<file path="config.mk">
export PLATFORM = sky130hd
export DESIGN_NAME = cdb_arbiter_flat
export DESIGN_NICKNAME = d
export VERILOG_FILES = /design/src/rtl/tomasulo_pkg.sv /design/src/rtl/cdb_arbiter_if.sv /design/src/rtl/rr_picker.sv /design/src/rtl/cdb_arbiter.sv /design/src/flat_wrapper.sv
export SDC_FILE = /design/constraint.sdc
export NUM_CORES = 1
export LEC_CHECK = 0
export CAP_MARGIN = 5
export CORE_AREA = 2 2 104 106
export CTS_CLUSTER_SIZE = 14
export DETAILED_ROUTE_END_ITERATION = 10
export DIE_AREA = 0 0 106 108
export GPL_TIMING_DRIVEN = 0
export PLACE_DENSITY = 0.79
export SLEW_MARGIN = 20
export SYNTH_ARGS = -nofsm -noshare
export SYNTH_HDL_FRONTEND = slang
export SYNTH_SLANG_ARGS = --single-unit
</file>
<file path="constraint.sdc">
create_clock -name clock -period 5 [get_ports clock]
set_input_delay 1.5 -clock clock [delete_from_list [all_inputs] [get_ports clock]]
set_output_delay 1.5 -clock clock [all_outputs]
set_load 0.1 [all_outputs]
</file>
<file path="src/rtl/tomasulo_pkg.sv">
// tomasulo_pkg: default widths and reserved tag values shared by the Tomasulo datapath blocks.
package tomasulo_pkg;
  localparam int DATA_W_DFLT = 32;
  localparam int TAG_W_DFLT = 6;
  localparam logic [TAG_W_DFLT-1:0] NO_TAG = '0;
endpackage

</file>
<file path="src/rtl/cdb_arbiter_if.sv">
// cdb_arbiter_if: execution-unit request bus and common data bus broadcast signals.
interface cdb_arbiter_if
  import tomasulo_pkg::*;
#(
  parameter int NUM_UNITS = 4,
  parameter int DATA_W = DATA_W_DFLT,
  parameter int TAG_W = TAG_W_DFLT
);
  logic [NUM_UNITS-1:0] unit_rts;
  logic [NUM_UNITS*DATA_W-1:0] unit_data;
  logic [NUM_UNITS*TAG_W-1:0] unit_source;
  logic [NUM_UNITS-1:0] unit_xmit;
  logic [DATA_W-1:0] CDB_data;
  logic [TAG_W-1:0] CDB_source;
  logic CDB_write;
  modport master (
    output unit_rts, unit_data, unit_source,
    input unit_xmit, CDB_data, CDB_source, CDB_write
  );
  modport slave (
    input unit_rts, unit_data, unit_source,
    output unit_xmit, CDB_data, CDB_source, CDB_write
  );
endinterface

</file>
<file path="src/rtl/rr_picker.sv">
// rr_picker: combinational round-robin pick (rotate by ptr, find lowest set bit, rotate back).
module rr_picker #(
  parameter int N = 4,
  parameter int PW = $clog2(N)
) (
  input  logic [N-1:0]  eligible_i,
  input  logic [PW-1:0] ptr_i,
  output logic [N-1:0]  grant_o,
  output logic [PW-1:0] index_o,
  output logic          any_valid_o
);
  logic [2*N-1:0] rot_dbl;
  logic [2*N-1:0] back_dbl;
  logic [N-1:0] rot;
  logic [N-1:0] first;
  assign rot_dbl = {eligible_i, eligible_i} >> ptr_i;
  assign rot = rot_dbl[N-1:0];
  assign back_dbl = {{N{1'b0}}, first} << ptr_i;
  assign grant_o = back_dbl[N-1:0] | back_dbl[2*N-1:N];
  assign any_valid_o = |eligible_i;
  always_comb begin
    first = '0;
    for (int i = N - 1; i >= 0; i--) first = rot[i] ? N'(1) << i : first;
  end
  always_comb begin
    index_o = '0;
    for (int i = 0; i < N; i++) index_o = grant_o[i] ? PW'(i) : index_o;
  end
endmodule

</file>
<file path="src/rtl/cdb_arbiter.sv">
// cdb_arbiter: round-robin CDB arbiter with registered broadcast outputs.
// Define CDB_ARBITER_STATS_EN to build the saturating broadcast/conflict counters.
module cdb_arbiter
  import tomasulo_pkg::*;
#(
  parameter int NUM_UNITS = 4,
  parameter int DATA_W = DATA_W_DFLT,
  parameter int TAG_W = TAG_W_DFLT
) (
  input  logic        clock,
  input  logic        reset,
  cdb_arbiter_if.slave bus,
  output logic [31:0] broadcast_count,
  output logic [31:0] conflict_count
);
  localparam int PW = $clog2(NUM_UNITS);
  logic [NUM_UNITS-1:0] xmit_q, xmit_d, eligible, grant;
  logic [DATA_W-1:0] data_q, data_d;
  logic [TAG_W-1:0] src_q, src_d;
  logic write_q, write_d;
  logic [PW-1:0] ptr_q, ptr_d, idx;
  logic any;
  // A unit granted this cycle still shows rts, so it is masked for one arbitration.
  assign eligible = bus.unit_rts & ~xmit_q;
  rr_picker #(.N(NUM_UNITS), .PW(PW)) u_pick (
    .eligible_i (eligible),
    .ptr_i      (ptr_q),
    .grant_o    (grant),
    .index_o    (idx),
    .any_valid_o(any)
  );
  always_comb begin
    xmit_d = any ? grant : '0;
    write_d = any;
    data_d = any ? bus.unit_data[int'(idx)*DATA_W +: DATA_W] : data_q;
    src_d = any ? bus.unit_source[int'(idx)*TAG_W +: TAG_W] : src_q;
    ptr_d = !any ? ptr_q : (idx == PW'(NUM_UNITS - 1)) ? '0 : idx + PW'(1);
  end
  always_ff @(posedge clock) begin
    if (reset) begin
      xmit_q <= '0;
      data_q <= '0;
      src_q <= '0;
      write_q <= 1'b0;
      ptr_q <= '0;
    end else begin
      xmit_q <= xmit_d;
      data_q <= data_d;
      src_q <= src_d;
      write_q <= write_d;
      ptr_q <= ptr_d;
    end
  end
  assign bus.unit_xmit = xmit_q;
  assign bus.CDB_data = data_q;
  assign bus.CDB_source = src_q;
  assign bus.CDB_write = write_q;
`ifdef CDB_ARBITER_STATS_EN
  logic [31:0] bcnt_q, bcnt_d, ccnt_q, ccnt_d;
  always_comb begin
    bcnt_d = (any && bcnt_q != '1) ? bcnt_q + 32'd1 : bcnt_q;
    ccnt_d = ($countones(eligible) > 1 && ccnt_q != '1) ? ccnt_q + 32'd1 : ccnt_q;
  end
  always_ff @(posedge clock) begin
    if (reset) begin
      bcnt_q <= '0;
      ccnt_q <= '0;
    end else begin
      bcnt_q <= bcnt_d;
      ccnt_q <= ccnt_d;
    end
  end
  assign broadcast_count = bcnt_q;
  assign conflict_count = ccnt_q;
`else
  assign broadcast_count = '0;
  assign conflict_count = '0;
`endif
endmodule

</file>
<file path="src/flat_wrapper.sv">
// flat-port wrapper written by rule: the top's interface ports become plain ports
module cdb_arbiter_flat import tomasulo_pkg::*;
#(
  parameter int NUM_UNITS = 4,
  parameter int DATA_W = DATA_W_DFLT,
  parameter int TAG_W = TAG_W_DFLT
)
  (clock, reset, broadcast_count, conflict_count, bus_unit_rts, bus_unit_data, bus_unit_source, bus_unit_xmit, bus_CDB_data, bus_CDB_source, bus_CDB_write);
  cdb_arbiter_if #(.NUM_UNITS(NUM_UNITS), .DATA_W(DATA_W), .TAG_W(TAG_W)) bus_i ();
  input  logic clock;
  input  logic reset;
  output logic [31:0] broadcast_count;
  output logic [31:0] conflict_count;
  input wire logic [$bits(bus_i.unit_rts)-1:0] bus_unit_rts;
  input wire logic [$bits(bus_i.unit_data)-1:0] bus_unit_data;
  input wire logic [$bits(bus_i.unit_source)-1:0] bus_unit_source;
  output wire logic [$bits(bus_i.unit_xmit)-1:0] bus_unit_xmit;
  output wire logic [$bits(bus_i.CDB_data)-1:0] bus_CDB_data;
  output wire logic [$bits(bus_i.CDB_source)-1:0] bus_CDB_source;
  output wire logic [$bits(bus_i.CDB_write)-1:0] bus_CDB_write;
  assign bus_i.unit_rts = bus_unit_rts;
  assign bus_i.unit_data = bus_unit_data;
  assign bus_i.unit_source = bus_unit_source;
  assign bus_unit_xmit = bus_i.unit_xmit;
  assign bus_CDB_data = bus_i.CDB_data;
  assign bus_CDB_source = bus_i.CDB_source;
  assign bus_CDB_write = bus_i.CDB_write;
  cdb_arbiter #(.NUM_UNITS(NUM_UNITS), .DATA_W(DATA_W), .TAG_W(TAG_W)) u_core (.clock(clock), .reset(reset), .bus(bus_i), .broadcast_count(broadcast_count), .conflict_count(conflict_count));
endmodule
</file>
# Word-level counts from Yosys, hierarchy flattened
# Cells that the tools add are included.
[op_classes]
addsub = 1
multipliers = 1
eq_ne = 1
shifts = 4
mux = 8
bitwise = 4
reduce_logical = 2
[op_table]
columns = ["cell", "count"]
rows = [
  ["$shiftx 128x8->32", 1],
  ["$shiftx 24x32->6", 1],
  ["$mux 4", 4],
  ["$shl 4x2->8", 1],
  ["$shr 8x2->4", 1],
  ["$mux 2", 3],
  ["$and 4x4->4", 1],
  ["$mul 2x2->4 const B", 1],
  ["$not 4->4", 1],
  ["$or 4x4->4", 1],
  ["$reduce_or 4->1", 1],
  ["$add 2x1->2 const B", 1],
  ["$eq 2x2->1 const B", 1],
  ["$reduce_or 2->1", 1],
  ["$mux 1", 1],
  ["$not 1->1", 1],
]
[totals]
regBits = 45
inputBits = 158
output_inout_bits = 107
word_cells = 26

# Depth between registers and ports, before layout
[logic_depth]
ltp_word = 14
ltp_mapped = 8
ltp_nobuf = 5

# Cells and area by module
# A second synthesis with hierarchy kept.
[unflattened]
hier_cells = 336
area_unflattened_um2 = 3380.7
[by_module_without_submodules]
columns = ["mod", "instances", "cells_per_inst", "area_each_um2", "seq_area_each_um2"]
rows = [
  ["cdb_arbiter", 1, 304, 3198.1, 900.9],
  ["rr_picker", 1, 32, 182.7, 0.0],
]

# Worst setup path after synthesis
# OpenSTA, ideal clock, no wires.
[synth_path]
kind = "in2reg"
startpoint = "input port bus_unit_rts[2]"
endpoint = "register u_core.data_q[12] (netlist: u_core.bus.CDB_data[12])"
setup_time_ns = 0.137
arrival_time_ns = 2.643
t_required_ns = 4.863
slack_ns = 2.220
cell_stages = 7
n_path_buf = 2
cell_sequence = "nand2b_1 buf_4 o21ai_2 a221oi_4 buf_6 mux2i_1 a221oi_2"
[synth_between]
elab_chain_cells = 12
word_cells_on_any_way = 13
classes_between = "shift (3); mux (7); bitwise (2); reduce/logical (1)"
[synth_rtl]
columns = ["item", "line_no", "source"]
rows = [
  ["from (decl)", "flat_wrapper.sv:14", "input wire logic [$bits(bus_i.unit_rts)-1:0] bus_unit_rts;"],
  ["$and 4x4->4 *", "cdb_arbiter.sv:24", "assign eligible = bus.unit_rts & ~xmit_q;"],
  ["$shr 8x2->4", "rr_picker.sv:16", "assign rot_dbl = {eligible_i, eligible_i} >> ptr_i;"],
  ["$mux 4 (4 in a row)", "rr_picker.sv:23", "for (int i = N - 1; i >= 0; i--) first = rot[i] ? N'(1) << i : first;"],
  ["$shl 4x2->8", "rr_picker.sv:18", "assign back_dbl = {{N{1'b0}}, first} << ptr_i;"],
  ["$or 4x4->4", "rr_picker.sv:19", "assign grant_o = back_dbl[N-1:0] | back_dbl[2*N-1:N];"],
  ["$mux 1", "rr_picker.sv:27", "for (int i = 0; i < N; i++) index_o = grant_o[i] ? PW'(i) : index_o;"],
  ["$mux 2 (2 in a row)", "rr_picker.sv:27", ""],
  ["$shiftx 128x8->32", "cdb_arbiter.sv:35", "data_d = any ? bus.unit_data[int'(idx)*DATA_W +: DATA_W] : data_q;"],
  ["to (signal assigned)", "cdb_arbiter.sv:48", "data_q <= data_d;"],
  ["to (decl)", "cdb_arbiter.sv:18", "logic [DATA_W-1:0] data_q, data_d;"],
]
# Every way passes the cells marked *; elsewhere a longest branch is shown, timed or not.
# A chain may end at the register's enable or synchronous reset.

# Worst setup path in the final report
[layout_path]
startpoint = "register u_core.data_q[4] (netlist: u_core.bus.CDB_data[4])"
endpoint = "output port bus_CDB_data[4]"
[layout_rtl]
columns = ["item", "line_no", "source"]
rows = [
  ["to (decl)", "flat_wrapper.sv:18", "output wire logic [$bits(bus_i.CDB_data)-1:0] bus_CDB_data;"],
]
# No word-level cell between the ends.

==> impl_metrics.json <==
{
  "clock_latency_ns": 0.31,
  "fin_skew_ns": 0.00967,
  "hold_violations": 0,
  "final_area_um2": 5660,
  "layout_common_cells": "clkdlybuf4s50_1 (200), buf_4 (66), conb_1 (64)",
  "rows": 37,
  "syn_inst": 332,
  "setup_ws_ns": 1.68,
  "io_pins": 265,
  "power_switching_mw": 0.994,
  "utilization_pct": 55.3,
  "hold_start": "u_core.bus.CDB_data[6]",
  "die_h_um": 108,
  "final_common_cell": "clkdlybuf4s50_1",
  "top_layer": "met4",
  "dp_slack_ns": 1.33,
  "grt_max_degree": 15,
  "p_int_mw": 0.921,
  "required_ns": 3.50,
  "criticalPathCategory": "reg -> out",
  "setup_viol": 0,
  "h-tree-depth": 2,
  "grt_pass1_wl_mm": 16.5,
  "cts_tree": "done",
  "period_share_pct": 66.5,
  "crit_chain": "clkdlybuf4s50_1",
  "syn_area_per_cell_um2": 9.43,
  "p_clk_share_pct": 15.8,
  "chipWidth_um": 106,
  "hpwl_mm": 8.82,
  "maxCapViolCount": 0,
  "ys_ff_latch": 45,
  "worst_pin_slew_ns": 1.01,
  "r2r_end": "u_core.bus.CDB_data[5]",
  "via_count": 3389,
  "remaining_drc_errors": 0,
  "final.min_clock_period_ns": 3.32,
  "globalplace.congestion": 0.702,
  "drtIter0Drc": 142,
  "num_antenna_cells": 0,
  "portBuffers": 200,
  "start_util_pct": 30.6,
  "numCtsBuffers": 5,
  "cp.arrival_ns": 1.82,
  "antenna_found_initial": 0,
  "final_nets": 760,
  "hold_class": "reg -> reg",
  "max_freq_mhz": 301,
  "setup_tns_ns": 0,
  "postCtsResizedCells": 0,
  "route.met3.wl_mm": 1.02,
  "via_per_inst": 4.59,
  "hold_depth": 2,
  "die_area_um2": 11400,
  "slew_violations": 0,
  "ys_seq_area_share_pct": 28.8,
  "cp-start-kind": "flip-flop",
  "rsz0062_at_grt": "no",
  "switching_share_pct": 51.9,
  "track_usage_pct": 18.1,
  "stdcell_count": 739,
  "syn_area_um2": 3130,
  "drive_gt1_share_pct": 18.9,
  "cts_hold_buf": 0,
  "fillers": 966,
  "syn_to_final_growth_pct": 80.8,
  "end_kind": "output port",
  "met2_length_mm": 5.64,
  "whs_endpoint": "u_core.bus.CDB_data[6]",
  "cts_sinks": 45,
  "ff2ff_setup_slack_ns": 2.93,
  "fp.coreArea_um2": 10200,
  "p_total_mw": 1.91,
  "crit_slowest_cell": "clkdlybuf4s50_1",
  "slew_headroom_pct": 32.2,
  "outcome": "finished, final reports clean",
  "ys_types": 31,
  "clk_pin_slew_ns": 0.10,
  "critPathBufInv": 1,
  "powerDensity_nw_per_um2": 338,
  "worstReg2RegStart": "u_core.bus.unit_xmit[1]",
  "root_buffer": "clkbuf_8",
  "postRouteAntennaNets": 0,
  "vdd.ir_drop.worst_uv": 177,
  "leakage_nw": 2.46,
  "timing.hold.ws_ns": 0.558,
  "post_drt_wl_per_cell_um": 15.0,
  "max_stage_delay_ns": 1.15,
  "combPwrFrac_pct": 61.1,
  "cts_max_path_buffers": 2,
  "place_area_um2": 5540,
  "cp_max_fo": 2,
  "drt_first_pass_iters": 6,
  "placed_cells": 731,
  "crit_family": "buffers and inverters",
  "cts_setup_buffers": 0,
  "grt_overflow": 0,
  "reg2reg_depth": 6,
  "grt_pass1_vias": 3376,
  "drt-total-wl_mm": 11.1,
  "seqPwrFrac_pct": 23.2,
  "met1Wirelength_mm": 4.17,
  "yosysWarnings": 0
}
-- power by group through the flow --
stage	combinational [mW]	sequential, mW	clock [mW]
after CTS	1.18	0.444	0.311
after global routing	1.22	0.450	0.322
final	1.17	0.444	0.302
after detailed placement	1.17	0.452	0
after floorplan	0.488	0.834	0
after global placement	1.16	0.449	0
-- worst reg2reg max path: cells and delay by family, from the launching register on --
family / cells / cell delay, ns
AO/OA/AOI/OAI: 2 / 0.46
buffers and inverters: 2 / 0.73
flip-flops: 1 / 0.32
AND/OR/NAND/NOR: 2 / 0.48
-- Yosys cell counts --
| cell type | count | share of area, % |
|---|---|---|
| buf_4 | 66 | 16 |
| nor2b_1 | 2 | 0.40 |
| and2_1 | 1 | 0.20 |
| dfxtp_1 | 45 | 29 |
| a22o_1 | 1 | 0.28 |
| o221ai_1 | 39 | 11 |
| a21oi_1 | 3 | 0.48 |
| a221oi_2 | 24 | 12 |
| o21ai_2 | 1 | 0.28 |
| a21o_1 | 1 | 0.24 |
| mux2i_1 | 38 | 12 |
| buf_2 | 9 | 1.4 |
| clkbuf_1 | 13 | 1.6 |
| nand2b_1 | 4 | 0.80 |
| nand2_1 | 2 | 0.24 |
| conb_1 | 1 | 0.12 |
| and3_1 | 1 | 0.20 |
| clkinv_1 | 1 | 0.12 |
| inv_1 | 39 | 4.7 |
| o31ai_1 | 1 | 0.24 |
| inv_2 | 1 | 0.12 |
| o21ai_0 | 5 | 0.80 |
| a221oi_4 | 1 | 0.84 |
| buf_6 | 4 | 1.4 |
| nor2_1 | 8 | 0.96 |
| nand3_1 | 1 | 0.16 |
| nand4_1 | 1 | 0.20 |
| nor3_1 | 2 | 0.32 |
| a221oi_1 | 14 | 3.9 |
| o21a_1 | 2 | 0.48 |
| a211o_1 | 1 | 0.28 |
-- cell families (layout without fill, tap and decap cells) --
logic type	Yosys count	after routing	synth area share (%)
buffers and inverters	133	341	25.2
other	1	64	0.120
AOI/OAI and AO/OA	93	93	30.3
muxes	38	38	12.2
and+or+nand+nor	22	22	3.48
DFF	45	45	28.8
-- worst max-delay path by stage --
stage                           start                 endpoint  cells past startpoint
4_1_cts               bus_unit_rts[1]   u_core.bus.CDB_data[5]                      7
3_5_place_dp          bus_unit_rts[1]   u_core.bus.CDB_data[7]                      7
3_3_place_gp          bus_unit_rts[1]   u_core.bus.CDB_data[5]                      7
6_report       u_core.bus.CDB_data[4]          bus_CDB_data[4]                      1
2_1_floorplan         bus_unit_rts[2]  u_core.bus.CDB_data[12]                      7
5_1_grt               bus_unit_rts[1]  u_core.bus.CDB_data[10]                      7
-- sequential cells by signal, summed over array words and instances, names as in the netlist --
register and flops:
u_core.bus.CDB_data 32, u_core.bus.CDB_source 6, u_core.bus.unit_xmit 4, u_core.ptr_q 2, u_core.bus.CDB_write 1
-- routing by layer --
metal / global-route usage, % / up-vias
li1: - / 1646
met4: 6.11 / 0
met1: 19.6 / 1539
met3: 5.18 / 16
met2: 33.9 / 188
met5: 0 / -
-- area by class of cell --
type / count / area, um^2 / share of cell area, %
Sequential cell: 45 / 901 / 15.9
Timing Repair Buffer: 200 / 2000 / 35.4
Buffer: 92 / 634 / 11.2
Clock inverter: 2 / 37.5 / 0.663
Multi-Input combinational cell: 217 / 1680 / 29.6
Tap cell: 136 / 170 / 3.01
Inverter: 41 / 154 / 2.72
Clock buffer: 6 / 82.6 / 1.46
Power figures use the tool's default switching activity.
==> variant 1 (same flow settings) <==
`NUM_UNITS` is set to 4 in 3 places; all go to 8.
--- a/src/rtl/cdb_arbiter_if.sv
+++ b/src/rtl/cdb_arbiter_if.sv
@@ -4,3 +4,3 @@
 #(
-  parameter int NUM_UNITS = 4,
+  parameter int NUM_UNITS = 8,
   parameter int DATA_W = DATA_W_DFLT,
--- a/src/rtl/cdb_arbiter.sv
+++ b/src/rtl/cdb_arbiter.sv
@@ -5,3 +5,3 @@
 #(
-  parameter int NUM_UNITS = 4,
+  parameter int NUM_UNITS = 8,
   parameter int DATA_W = DATA_W_DFLT,
--- a/src/flat_wrapper.sv
+++ b/src/flat_wrapper.sv
@@ -3,3 +3,3 @@
 #(
-  parameter int NUM_UNITS = 4,
+  parameter int NUM_UNITS = 8,
   parameter int DATA_W = DATA_W_DFLT,
Interface: changed (resized bus_unit_data, bus_unit_rts, bus_unit_source and bus_unit_xmit); port bits go from 265 to 425. No check against the original RTL was run, so the function may have changed too.
==> variant 1 against the original RTL <==
- the flow now stops in 3_2_place_iop
- synthesized area increased by 95%
==> variant 1: results (changes against the original RTL) <==
Status: stopped before the end
Halt Stage: 3_2_place_iop
Log Error: [ERROR PPL-0024] Number of IO pins (425) exceeds maximum number of available positions (378). Increase the die perimeter from 428.00um to 578.00um.
Yosys cell types: 73 (+140%)
Flip-flop and latch count after synthesis: 50 (+11%)
YS warnings: 0 (unchanged)
Syn Inst Count: 685 (+110%)
Synth area leaders: mux2i_1, dfxtp_1, buf_4
Synth async-reset ratio: 0% (unchanged)
Top cells by count, synth: mux2i_1, buf_4, dfxtp_1
Main synth FF type: dfxtp_1
Cell Rows: 37 (unchanged)
Sequential fraction of the synthesis area: 16.4% (-12 points)
variant 1: cell types whose count changed after synthesis, moves of 24 or more:
cell	before	now
a221oi_2	24	0
inv_1	39	7
mux2i_1	38	231
nor2_1	8	48
nor3_1	2	26
o221ai_1	39	2
o22ai_1	0	42
variant 1: cells by family after synthesis:
| logic type | after synthesis | synth area share, % |
|---|---|---|
| muxes | 236 | 39.1 |
| and+or+nand+nor | 168 | 17.1 |
| buffers and inverters | 125 | 14.7 |
| AOI/OAI and AO/OA | 103 | 12.3 |
| DFF | 50 | 16.4 |
| adders and majority gates | 1 | 0.205 |
| other | 1 | 0.0614 |
| xor gates and xnor gates | 1 | 0.144 |
==> variant 2 (same flow settings) <==
Without the edit above. `data_q` no longer has a reset.
--- a/src/rtl/cdb_arbiter.sv
+++ b/src/rtl/cdb_arbiter.sv
@@ -41,3 +41,2 @@
       xmit_q <= '0;
-      data_q <= '0;
       src_q <= '0;
@@ -47,3 +46,2 @@
       xmit_q <= xmit_d;
-      data_q <= data_d;
       src_q <= src_d;
@@ -52,2 +50,6 @@
     end
+  end
+
+  always_ff @(posedge clock) begin
+    data_q <= data_d;
   end
Behaviour: not the same (Yosys sat finds a counterexample within 4 cycles, from zero or initial values and one cycle with reset high).
==> variant 2 against the original RTL <==
- power grew 29%
- synthesized area grew 22%
- wire length grew 25%
- global-route usage grew 5.0 points
- non-clock buffer count grew 12
- clock power shrank 6%
- cell count grew 12%
- sequential cell count is the same
- sequential share of layout area grew 3.4 points
- cell area grew 12%
- worst setup slack lost 0.20 ns
- sequential power grew 22%
- first-iteration DRC count grew 87%
- critical endpoint is now u_core.bus.CDB_data[15]
==> variant 2: results (changes against the original RTL) <==
Status: finished clean
Final GP Congestion: 0.841 (+20%)
Pre-CTS WS: 1.16 ns (-0.170 ns)
First-pass GRT wire length: 21.0 mm (+27%)
Placed instance count: 823 (+13%)
Leak pwr: 2.69 nW (+9.0%)
Metal2 WL: 6.74 mm (+19%)
Nets: 852 (+12%)
Synth area leaders: edfxtp_1, buf_4, a221oi_2
Worst Hold End: u_core.bus.unit_xmit[0]
Flop-to-flop setup slack: 2.81 ns (-0.12 ns)
Post-Layout Cell Count: 830 (+12%)
Detail Placement HPWL: 10.4 mm (+18%)
Internal: 1.12 mW (+21%)
Crit Reg-Reg Endpoint: u_core.bus.CDB_data[15]
Routed vias: 4091 (+21%)
WL met3: 1.07 mm (+5.0%)
Combinational power: 1.65 mW (+41%)
Setup crit start: bus_unit_rts[2]
Layout cells sized above 1: 19.9% (+0.98 points)
Worst r2r path cells: 4 (-2)
Max IR drop VDD: 0.000273 V (+54%)
Pin count of the biggest net entering global routing: 33 (+18)
WL met1: 5.59 mm (+34%)
HP Start: u_core.bus.unit_xmit[0]
Routed wire length: 13.8 mm (+25%)
-- variant 2: kinds of logic after synthesis --
family / synth area share [%]
DFF: 31.9
and+or+nand+nor: 6.97
AOI/OAI and AO/OA: 36.3
buffers and inverters: 24.7
other: 0.0981
-- variant 2: layout make-up --
class,instances,area (µm²)
clock buffers,5,68.8
flip-flops and latches,45,1220
well taps,136,170
repair buffers,200,2000
plain buffers,104,771
fillers,866,3900
inverters,46,173
multi-input cells,292,1890
clock inverters,2,35.0
-- variant 2: metrics by stage --
stage	instance area (µm²)	hold WS (ns)	total power, mW
2_1_floorplan	4060	0.580	1.80
3_3_place_gp	6230	0.559	2.17
3_5_place_dp	6230	0.571	2.19
4_1_cts	6330	0.586	2.47
5_1_grt	6330	0.615	2.56
6_report	6330	0.577	2.47
-- variant 2: worst max path at each step --
| stage | endpoint | slack, ns | depth (start not counted) |
|---|---|---|---|
| floorplan | u_core.bus.CDB_data[0] | 1.81 | 5 |
| global placement | u_core.bus.CDB_data[6] | 0.79 | 5 |
| detailed placement | u_core.bus.CDB_data[2] | 1.16 | 5 |
| CTS | u_core.bus.CDB_data[2] | 1.48 | 5 |
| global route | u_core.bus.CDB_data[4] | 1.39 | 5 |
| finish | u_core.bus.CDB_data[15] | 1.47 | 5 |
-- variant 2: layer usage --
metal / vias to the layer above / GRT usage [%]
li1: 1955 / -
met1: 1881 / 27.0
met4: 0 / 9.49
met2: 225 / 41.1
met5: - / 0
met3: 30 / 5.12
-- variant 2: critical path, stage by stage --
cell and delay [ns]:
clkdlybuf4s50_1 0.51, and2b_4 0.24, nor4_4 0.65, buf_6 0.25
inv_2 0.30
